## config.mk

```make
export PLATFORM = sky130hd
export DESIGN_NAME = mem_access
export DESIGN_NICKNAME = d
export VERILOG_FILES = /design/src/rtl/mem_access.sv
export SDC_FILE = /design/constraint.sdc
export NUM_CORES = 1
export LEC_CHECK = 0
export ABC_AREA = 0
export CAP_MARGIN = 30
export CORE_AREA = 2 2 153 155
export DETAILED_ROUTE_END_ITERATION = 16
export DIE_AREA = 0 0 155 157
export GPL_TIMING_DRIVEN = 0
export PLACE_DENSITY_LB_ADDON = 0.15
export SYNTH_ARGS = -nofsm -noshare
export SYNTH_HDL_FRONTEND = slang
export SYNTH_SLANG_ARGS = --single-unit
export TNS_END_PERCENT = 50
```

## constraint.sdc

```tcl
create_clock -name clk -period 4.5 [get_ports clk]
set_input_delay 1.125 -clock clk [delete_from_list [all_inputs] [get_ports clk]]
set_output_delay 1.125 -clock clk [all_outputs]
set_load 0.005 [all_outputs]
```

## src/rtl/mem_access.sv

```systemverilog
`default_nettype none
// ============================================================================
// Module      : mem_access
// Description : MEM pipeline stage. Issues load/store bus cycles over a
//               req/ack handshake, aligns load data and stalls the pipeline
//               while the bus is busy. LL/SC reservation enabled by LLSC_EN.
// Revision    : 1.0 - initial release
// ============================================================================
module mem_access #(
    parameter int TIMEOUT_CYCLES = 255
) (
    input  logic        clk,
    input  logic        rst,
    input  logic [5:0]  stall_i,
    input  logic [4:0]  wd_i,
    input  logic        wreg_i,
    input  logic [31:0] wdata_i,
    input  logic [31:0] hi_i,
    input  logic [31:0] lo_i,
    input  logic        whilo_i,
    input  logic [7:0]  aluop_i,
    input  logic [31:0] mem_addr_i,
    input  logic [31:0] reg2_i,
    input  logic [31:0] bus_rdata_i,
    input  logic        bus_ack_i,
    input  logic        llbit_clr_i,
    output logic [4:0]  wd_o,
    output logic        wreg_o,
    output logic [31:0] wdata_o,
    output logic [31:0] hi_o,
    output logic [31:0] lo_o,
    output logic        whilo_o,
    output logic        bus_req_o,
    output logic        bus_we_o,
    output logic [31:0] bus_addr_o,
    output logic [3:0]  bus_sel_o,
    output logic [31:0] bus_wdata_o,
    output logic        stallreq_o,
    output logic        misalign_o,
    output logic        bus_err_o
);

    localparam logic       c_RSTENABLE  = 1'b1;
    localparam logic       c_NOSTOP     = 1'b0;

    localparam logic [7:0] c_EXE_LB_OP  = 8'b1110_0000;
    localparam logic [7:0] c_EXE_LBU_OP = 8'b1110_0100;
    localparam logic [7:0] c_EXE_LH_OP  = 8'b1110_0001;
    localparam logic [7:0] c_EXE_LHU_OP = 8'b1110_0101;
    localparam logic [7:0] c_EXE_LW_OP  = 8'b1110_0011;
    localparam logic [7:0] c_EXE_LL_OP  = 8'b1111_0000;
    localparam logic [7:0] c_EXE_SB_OP  = 8'b1110_1000;
    localparam logic [7:0] c_EXE_SH_OP  = 8'b1110_1001;
    localparam logic [7:0] c_EXE_SW_OP  = 8'b1110_1011;
    localparam logic [7:0] c_EXE_SC_OP  = 8'b1111_1000;

    localparam logic [1:0] c_SZ_BYTE    = 2'd0;
    localparam logic [1:0] c_SZ_HALF    = 2'd1;
    localparam logic [1:0] c_SZ_WORD    = 2'd2;

    localparam int             c_CW      = $clog2(TIMEOUT_CYCLES + 2);
    localparam logic [c_CW-1:0] c_TIMEOUT = c_CW'(TIMEOUT_CYCLES);

    typedef enum logic [1:0] {
        S_IDLE = 2'd0,
        S_WAIT = 2'd1,
        S_DONE = 2'd2
    } state_t;

    state_t            r_state;
    logic [7:0]        r_op;
    logic [31:0]       r_addr;
    logic [31:0]       r_reg2;
    logic [4:0]        r_wd;
    logic              r_wreg_in;
    logic [31:0]       r_wdata_in;
    logic [c_CW-1:0]   r_cnt;
    logic              r_wreg;
    logic [31:0]       r_wdata;
    logic              r_bus_err;

    logic              w_idle;
    logic [7:0]        w_op;
    logic [31:0]       w_addr;
    logic [31:0]       w_reg2;
    logic              w_wreg_cur;
    logic [31:0]       w_wdata_cur;
    logic              w_is_mem;
    logic              w_is_load;
    logic              w_is_signed;
    logic [1:0]        w_size;
    logic              w_is_sc;
    logic              w_is_ll;
    logic              w_misalign;
    logic              w_sc_fail;
    logic              w_start;
    logic              w_active;
    logic [c_CW-1:0]   w_req_cnt;
    logic              w_timeout;
    logic [3:0]        w_sel;
    logic [31:0]       w_bwdata;
    logic [7:0]        w_byte;
    logic [15:0]       w_half;
    logic [31:0]       w_load_val;
    logic              w_res_wreg;
    logic [31:0]       w_res_wdata;
    logic              w_unused;

    // The op under service comes straight from EX/MEM in IDLE, from the latch otherwise
    assign w_idle      = (r_state == S_IDLE);
    assign w_op        = w_idle ? aluop_i    : r_op;
    assign w_addr      = w_idle ? mem_addr_i : r_addr;
    assign w_reg2      = w_idle ? reg2_i     : r_reg2;
    assign w_wreg_cur  = w_idle ? wreg_i     : r_wreg_in;
    assign w_wdata_cur = w_idle ? wdata_i    : r_wdata_in;

    always_comb begin
        w_is_mem    = 1'b1;
        w_is_load   = 1'b0;
        w_is_signed = 1'b0;
        w_size      = c_SZ_WORD;
        case (w_op)
            c_EXE_LB_OP:  begin w_is_load = 1'b1; w_is_signed = 1'b1; w_size = c_SZ_BYTE; end
            c_EXE_LBU_OP: begin w_is_load = 1'b1; w_size = c_SZ_BYTE; end
            c_EXE_LH_OP:  begin w_is_load = 1'b1; w_is_signed = 1'b1; w_size = c_SZ_HALF; end
            c_EXE_LHU_OP: begin w_is_load = 1'b1; w_size = c_SZ_HALF; end
            c_EXE_LW_OP,
            c_EXE_LL_OP:  w_is_load = 1'b1;
            c_EXE_SB_OP:  w_size = c_SZ_BYTE;
            c_EXE_SH_OP:  w_size = c_SZ_HALF;
            c_EXE_SW_OP,
            c_EXE_SC_OP:  w_size = c_SZ_WORD;
            default:      w_is_mem = 1'b0;
        endcase
    end

    assign w_is_sc    = (w_op == c_EXE_SC_OP);
    assign w_is_ll    = (w_op == c_EXE_LL_OP);
    assign w_misalign = w_is_mem & (((w_size == c_SZ_HALF) & w_addr[0]) |
                                    ((w_size == c_SZ_WORD) & (w_addr[1:0] != 2'b00)));

`ifdef LLSC_EN
    logic r_llbit;

    // A clear from an exception wins over a reservation set in the same cycle
    always_ff @(posedge clk) begin
        if (rst == c_RSTENABLE) begin
            r_llbit <= 1'b0;
        end else if (llbit_clr_i) begin
            r_llbit <= 1'b0;
        end else if (w_active & bus_ack_i & w_is_ll) begin
            r_llbit <= 1'b1;
        end else if (w_start & w_is_sc) begin
            r_llbit <= 1'b0;
        end
    end

    assign w_sc_fail = w_is_sc & ~r_llbit;
    assign w_unused  = ^{stall_i[5], stall_i[3:0]};
`else
    assign w_sc_fail = 1'b0;
    assign w_unused  = ^{stall_i[5], stall_i[3:0], llbit_clr_i, w_is_ll};
`endif

    assign w_start   = w_idle & w_is_mem & ~w_misalign & ~w_sc_fail;
    assign w_active  = w_start | (r_state == S_WAIT);
    assign w_req_cnt = w_idle ? c_CW'(1) : r_cnt + c_CW'(1);
    assign w_timeout = (TIMEOUT_CYCLES != 0) & w_active & ~bus_ack_i & (w_req_cnt == c_TIMEOUT);

    // Byte lanes are big-endian: address offset 0 maps to bits 31:24
    always_comb begin
        case (w_size)
            c_SZ_BYTE: begin
                w_sel    = 4'b1000 >> w_addr[1:0];
                w_bwdata = {4{w_reg2[7:0]}};
            end
            c_SZ_HALF: begin
                w_sel    = w_addr[1] ? 4'b0011 : 4'b1100;
                w_bwdata = {2{w_reg2[15:0]}};
            end
            default: begin
                w_sel    = 4'b1111;
                w_bwdata = w_reg2;
            end
        endcase
    end

    always_comb begin
        case (w_addr[1:0])
            2'b00:   w_byte = bus_rdata_i[31:24];
            2'b01:   w_byte = bus_rdata_i[23:16];
            2'b10:   w_byte = bus_rdata_i[15:8];
            default: w_byte = bus_rdata_i[7:0];
        endcase
        w_half = w_addr[1] ? bus_rdata_i[15:0] : bus_rdata_i[31:16];
        case (w_size)
            c_SZ_BYTE: w_load_val = {{24{w_is_signed & w_byte[7]}}, w_byte};
            c_SZ_HALF: w_load_val = {{16{w_is_signed & w_half[15]}}, w_half};
            default:   w_load_val = bus_rdata_i;
        endcase
    end

    assign w_res_wreg  = w_is_sc | w_wreg_cur;
    assign w_res_wdata = w_is_load ? w_load_val : (w_is_sc ? 32'd1 : w_wdata_cur);

    always_ff @(posedge clk) begin
        if (rst == c_RSTENABLE) begin
            r_state    <= S_IDLE;
            r_op       <= 8'd0;
            r_addr     <= 32'd0;
            r_reg2     <= 32'd0;
            r_wd       <= 5'd0;
            r_wreg_in  <= 1'b0;
            r_wdata_in <= 32'd0;
            r_cnt      <= '0;
            r_wreg     <= 1'b0;
            r_wdata    <= 32'd0;
            r_bus_err  <= 1'b0;
        end else begin
            r_bus_err <= 1'b0;
            if (w_start) begin
                r_op       <= aluop_i;
                r_addr     <= mem_addr_i;
                r_reg2     <= reg2_i;
                r_wd       <= wd_i;
                r_wreg_in  <= wreg_i;
                r_wdata_in <= wdata_i;
            end
            case (r_state)
                S_IDLE, S_WAIT: begin
                    if (w_active) begin
                        r_cnt <= w_req_cnt;
                        if (bus_ack_i) begin
                            r_state <= S_DONE;
                            r_wreg  <= w_res_wreg;
                            r_wdata <= w_res_wdata;
                        end else if (w_timeout) begin
                            r_state   <= S_DONE;
                            r_wreg    <= 1'b0;
                            r_wdata   <= 32'd0;
                            r_bus_err <= 1'b1;
                        end else begin
                            r_state <= S_WAIT;
                        end
                    end
                end
                S_DONE: begin
                    if (stall_i[4] == c_NOSTOP) begin
                        r_state <= S_IDLE;
                    end
                end
                default: r_state <= S_IDLE;
            endcase
        end
    end

    always_comb begin
        wd_o    = wd_i;
        wreg_o  = wreg_i;
        wdata_o = wdata_i;
        case (r_state)
            S_IDLE: begin
                if (w_misalign) begin
                    wreg_o = 1'b0;
                end else if (w_sc_fail) begin
                    wreg_o  = 1'b1;
                    wdata_o = 32'd0;
                end else if (w_start) begin
                    wreg_o = 1'b0;
                end
            end
            S_WAIT: begin
                wd_o    = r_wd;
                wreg_o  = 1'b0;
                wdata_o = 32'd0;
            end
            default: begin
                wd_o    = r_wd;
                wreg_o  = r_wreg;
                wdata_o = r_wdata;
            end
        endcase
    end

    assign hi_o        = hi_i;
    assign lo_o        = lo_i;
    assign whilo_o     = whilo_i;
    assign bus_req_o   = w_active;
    assign stallreq_o  = w_active;
    assign bus_we_o    = w_active & ~w_is_load;
    assign bus_addr_o  = w_active ? {w_addr[31:2], 2'b00} : 32'd0;
    assign bus_sel_o   = w_active ? w_sel : 4'd0;
    assign bus_wdata_o = (w_active & ~w_is_load) ? w_bwdata : 32'd0;
    assign misalign_o  = w_idle & w_misalign;
    assign bus_err_o   = r_bus_err;

endmodule
`default_nettype wire
```

==> run summary <==
* 10500 — total vias in the final route
* 1808 — post-layout net count
* 0 — Final Hold Fails
* 3620 ps — Critical Path AT
* 1010 ps — transition time at the pin with the least slew margin
* 34.3% — sequential share of the synthesized area
* 254 mW/mm^2 — power per cell area
* sky130_fd_sc_hd__dfxtp_1 — cell accounting for the most synthesized area
* 54.1 mm — first-pass GRT wire length
* 0 — gr ovfl total
* in2out — type of the worst setup path
* 4 — CTS H-Tree Depth
* aluop_i[1] — Crit. Startpoint
* 0.913 — final RePlAce weighted congestion
* 318 — number of port buffers
* sky130_fd_sc_hd__dfxtp_1 — Most used DFF post-synth
* 0 — yosys synthesis warning count
* -4960 ps — accumulated negative setup slack
* 453 ps — post-route worst hold slack
* 2 — antenna violations before repair
* 4750 ps — final critical-path required period
* 0.0225 mm^2 — total core area
* 430 ps — clock latency on the worst-skew pair
* 21.3% — fraction of layout cells with a size suffix above 1
* 60 ps — clk slew on worst S/H paths
* 52.6% — area overhead of the layout relative to synthesis
* 0 — Pins Over Slew Limit
* 0 — max-cap violation count
* 286 uV — VDD IR-drop max
* r_op[0] — destination of the worst register-to-register timing path
* 10 — TritonRoute pass-1 iters
* 0.0243 mm^2 — die outline area
* 0.00905 mm^2 — cell area after synthesis
* bus_wdata_o[21] — crit path to
* sky130_fd_sc_hd__nand2_1 — library cell with the highest instance count after synthesis
* 60 — final number of setup-violating endpoints
* 750 — First DRT Iteration DRCs
* 12 — number of cells on the worst reg-to-reg path
* 155 um — width of the chip
* 211 MHz — maximum clock rate
* 32.4% — Slew Limit Headroom
* input port — critical path launch point type
* primary output — kind of end point of the critical path
* 155 — Clock Sinks
* sky130_fd_sc_hd__nand2_1 (376), sky130_fd_sc_hd__a21oi_1 (157), sky130_fd_sc_hd__dfxtp_1 (155) — most frequent cells after synthesis
* 19.1 um — drt wl/cell
* 17 — number of buffers inserted during clock tree synthesis
* 0 — Routed Antenna Nets
* 55 — number of standard-cell rows in the floorplan
* 157 um — Die Height
* 0.00545 mm^2 — footprint of the multi-input gates
* 7.39 um^2 — mean cell area of the mapped netlist
* 36.0 mm — Routed Wire Length
* 2 — Hold Path Cell Cnt
* 590 ps — setup slack of the worst register-to-register path
* 1224 — count of mapped cells out of synthesis
* r_state[1] — Worst R2R Start
* 105% — final cycle utilization of the critical path
* reg2reg — hold crit path type
* 10.2 ps — worst clock skew
* 2 — Bufs on Longest Clock Path
* 34.3% — area fraction of the dominant cell type after synthesis
* 155 — flip-flop and latch count after synthesis
* yes — setup repair after global routing missed its margin
* sky130_fd_sc_hd__dfxtp_1 (34%), sky130_fd_sc_hd__nand2_1 (16%), sky130_fd_sc_hd__a21oi_1 (8.7%) — top post-synthesis cells by area
* 0 — DRC violation count after routing
* -247 ps — fin worst setup slack
* 0.00310 mm^2 — area occupied by registers
* done — TritonCTS clock tree
* 0% — FFs w/ async S/R, synth
* 40.2% — initial cell density of the core
* sky130_fd_sc_hd__clkbuf_16 — Clk Tree Root Cell
* setup timing — violated checks
* 0 — EDFF count, synth
* 9869 — via count of the first global-routing pass
* 62 — Distinct cells, synth
* 28.3% — aggregate global-route resource usage
* 61.3% — final cell utilization of the core
* 5 — maximum fanout along the worst path
* finished, violations left — outcome
* 20 — largest net degree at the start of global routing
* 26.5 mm — placed wire-length estimate after detailed placement
* 5.68 nW — Lkg Pwr
* 5.56 — per-cell via count in the routed design
* 3380 ps — data required time at the worst endpoint
* 393 — number of primary I/O pins
* 2024 — final-layout fill cell count
## kinds of logic after synthesis
kind of cell             count (synthesis)  synth area share [%]
buffers and inverters                  175                  10.6
AO/OA/AOI/OAI                          322                  23.5
AND/OR/NAND/NOR                        505                  23.2
other                                    1                0.0415
multiplexers                            61                  7.87
adder cells (fa/ha/maj)                  1                 0.138
XOR/XNOR                                 4                 0.387
flip-flops                             155                  34.3
## placed cells by master (no fill, tap or decap), types with 9 or more instances in the layout
master                            Yosys  routed
sky130_fd_sc_hd__buf_6                1      15
sky130_fd_sc_hd__clkbuf_2             0      14
sky130_fd_sc_hd__buf_4               69      88
sky130_fd_sc_hd__nand2_1            376     374
sky130_fd_sc_hd__a32o_1              15      15
sky130_fd_sc_hd__clkbuf_16            0      19
sky130_fd_sc_hd__buf_2               25      87
sky130_fd_sc_hd__clkdlybuf4s50_1      0     241
sky130_fd_sc_hd__a211oi_2             0      12
sky130_fd_sc_hd__o21ai_0             12      12
sky130_fd_sc_hd__a21oi_2              0      25
sky130_fd_sc_hd__a21oi_1            157     127
sky130_fd_sc_hd__dfxtp_1            155     155
sky130_fd_sc_hd__clkbuf_1            63      48
sky130_fd_sc_hd__nand3_1             10       9
sky130_fd_sc_hd__a22o_1              42      42
sky130_fd_sc_hd__mux2i_1             52      51
sky130_fd_sc_hd__and3_1              15      15
sky130_fd_sc_hd__o22ai_1             19      19
sky130_fd_sc_hd__nor2_1              55      45
sky130_fd_sc_hd__a22oi_1             11      11
sky130_fd_sc_hd__and2_1               9       9
## worst max-delay path, cell delays in order
cell and delay, ps:
sky130_fd_sc_hd__buf_8 100, sky130_fd_sc_hd__or4b_4 500, sky130_fd_sc_hd__o32a_1 210, sky130_fd_sc_hd__or3_4 360, sky130_fd_sc_hd__nand2_4 90, sky130_fd_sc_hd__a21oi_2 50
sky130_fd_sc_hd__or3_4 420, sky130_fd_sc_hd__buf_12 150, sky130_fd_sc_hd__buf_6 110, sky130_fd_sc_hd__clkbuf_16 150, sky130_fd_sc_hd__a211oi_2 210, sky130_fd_sc_hd__buf_2 160
## routing by layer
layer | part of all wire (%) | GRT usage (%) | wire [um]
met1 | 40 | 35.2 | 14400
met2 | 46 | 45.4 | 16600
met3 | 10 | 8.09 | 3750
met4 | 3.6 | 12.9 | 1280
met5 | 0 | 0 | 0
## state kept, by name, summed over array words and instances (netlist names)
signal / count
r_addr: 32
r_cnt: 9
r_wdata: 32
bus_err_o: 1
r_wreg_in: 1
r_state: 2
r_wdata_in: 32
r_wreg: 1
r_wd: 5
r_op: 8
r_reg2: 32
## report_power, final
part	internal (mW)	switching [mW]	total, mW
Sequential	1.38	0.00466	1.38
Clock	0.936	0.619	1.55
Combinational	0.325	0.241	0.566
## layout make-up
cell class / count / area share, %
antenna: 3 / 0.0544
buffer: 164 / 7.46
clock buffer: 19 / 3.14
clock inverter: 12 / 1.38
inverter: 6 / 0.181
multi-input combinational: 895 / 39.5
sequential: 155 / 22.5
tap: 285 / 2.58
timing repair buffer: 351 / 23.2
## what timing repair did
| item | CTS | global route |
|---|---|---|
| hold buffers | 0 | 0 |
| gates resized for setup | 399 | 71 |
| cloned | 2 | 1 |
| setup endpoints to repair | 103 | 82 |
| buffers inserted | 20 | 11 |
| pin swaps | 19 | 2 |
| hold endpoints to repair | 0 | 0 |
## worst min path at each step
stage | to | slack (ps) | from
3_5_place_dp | r_reg2[14] | 450 | r_reg2[14]
6_report | r_wdata_in[29] | 450 | r_wdata_in[29]
2_1_floorplan | r_reg2[0] | 440 | r_reg2[0]
4_1_cts | r_reg2[14] | 450 | r_reg2[14]
5_1_grt | r_reg2[6] | 470 | r_reg2[6]
3_3_place_gp | r_reg2[8] | 440 | r_reg2[8]
## metrics by stage
| stage | setup slack [ps] | instances | instance area, um^2 | power [mW] |
|---|---|---|---|---|
| 3_5_place_dp | -1570 | 1828 | 12600 | 1.95 |
| 6_report | -247 | 1890 | 13800 | 3.50 |
| 5_1_grt | -310 | 1887 | 13800 | 3.60 |
| 4_1_cts | -276 | 1877 | 13500 | 3.50 |
| 2_1_floorplan | 111 | 1225 | 9050 | 1.63 |
| 3_3_place_gp | -1590 | 1828 | 12600 | 1.95 |
Note: power is estimated with default switching activity, not from simulation.
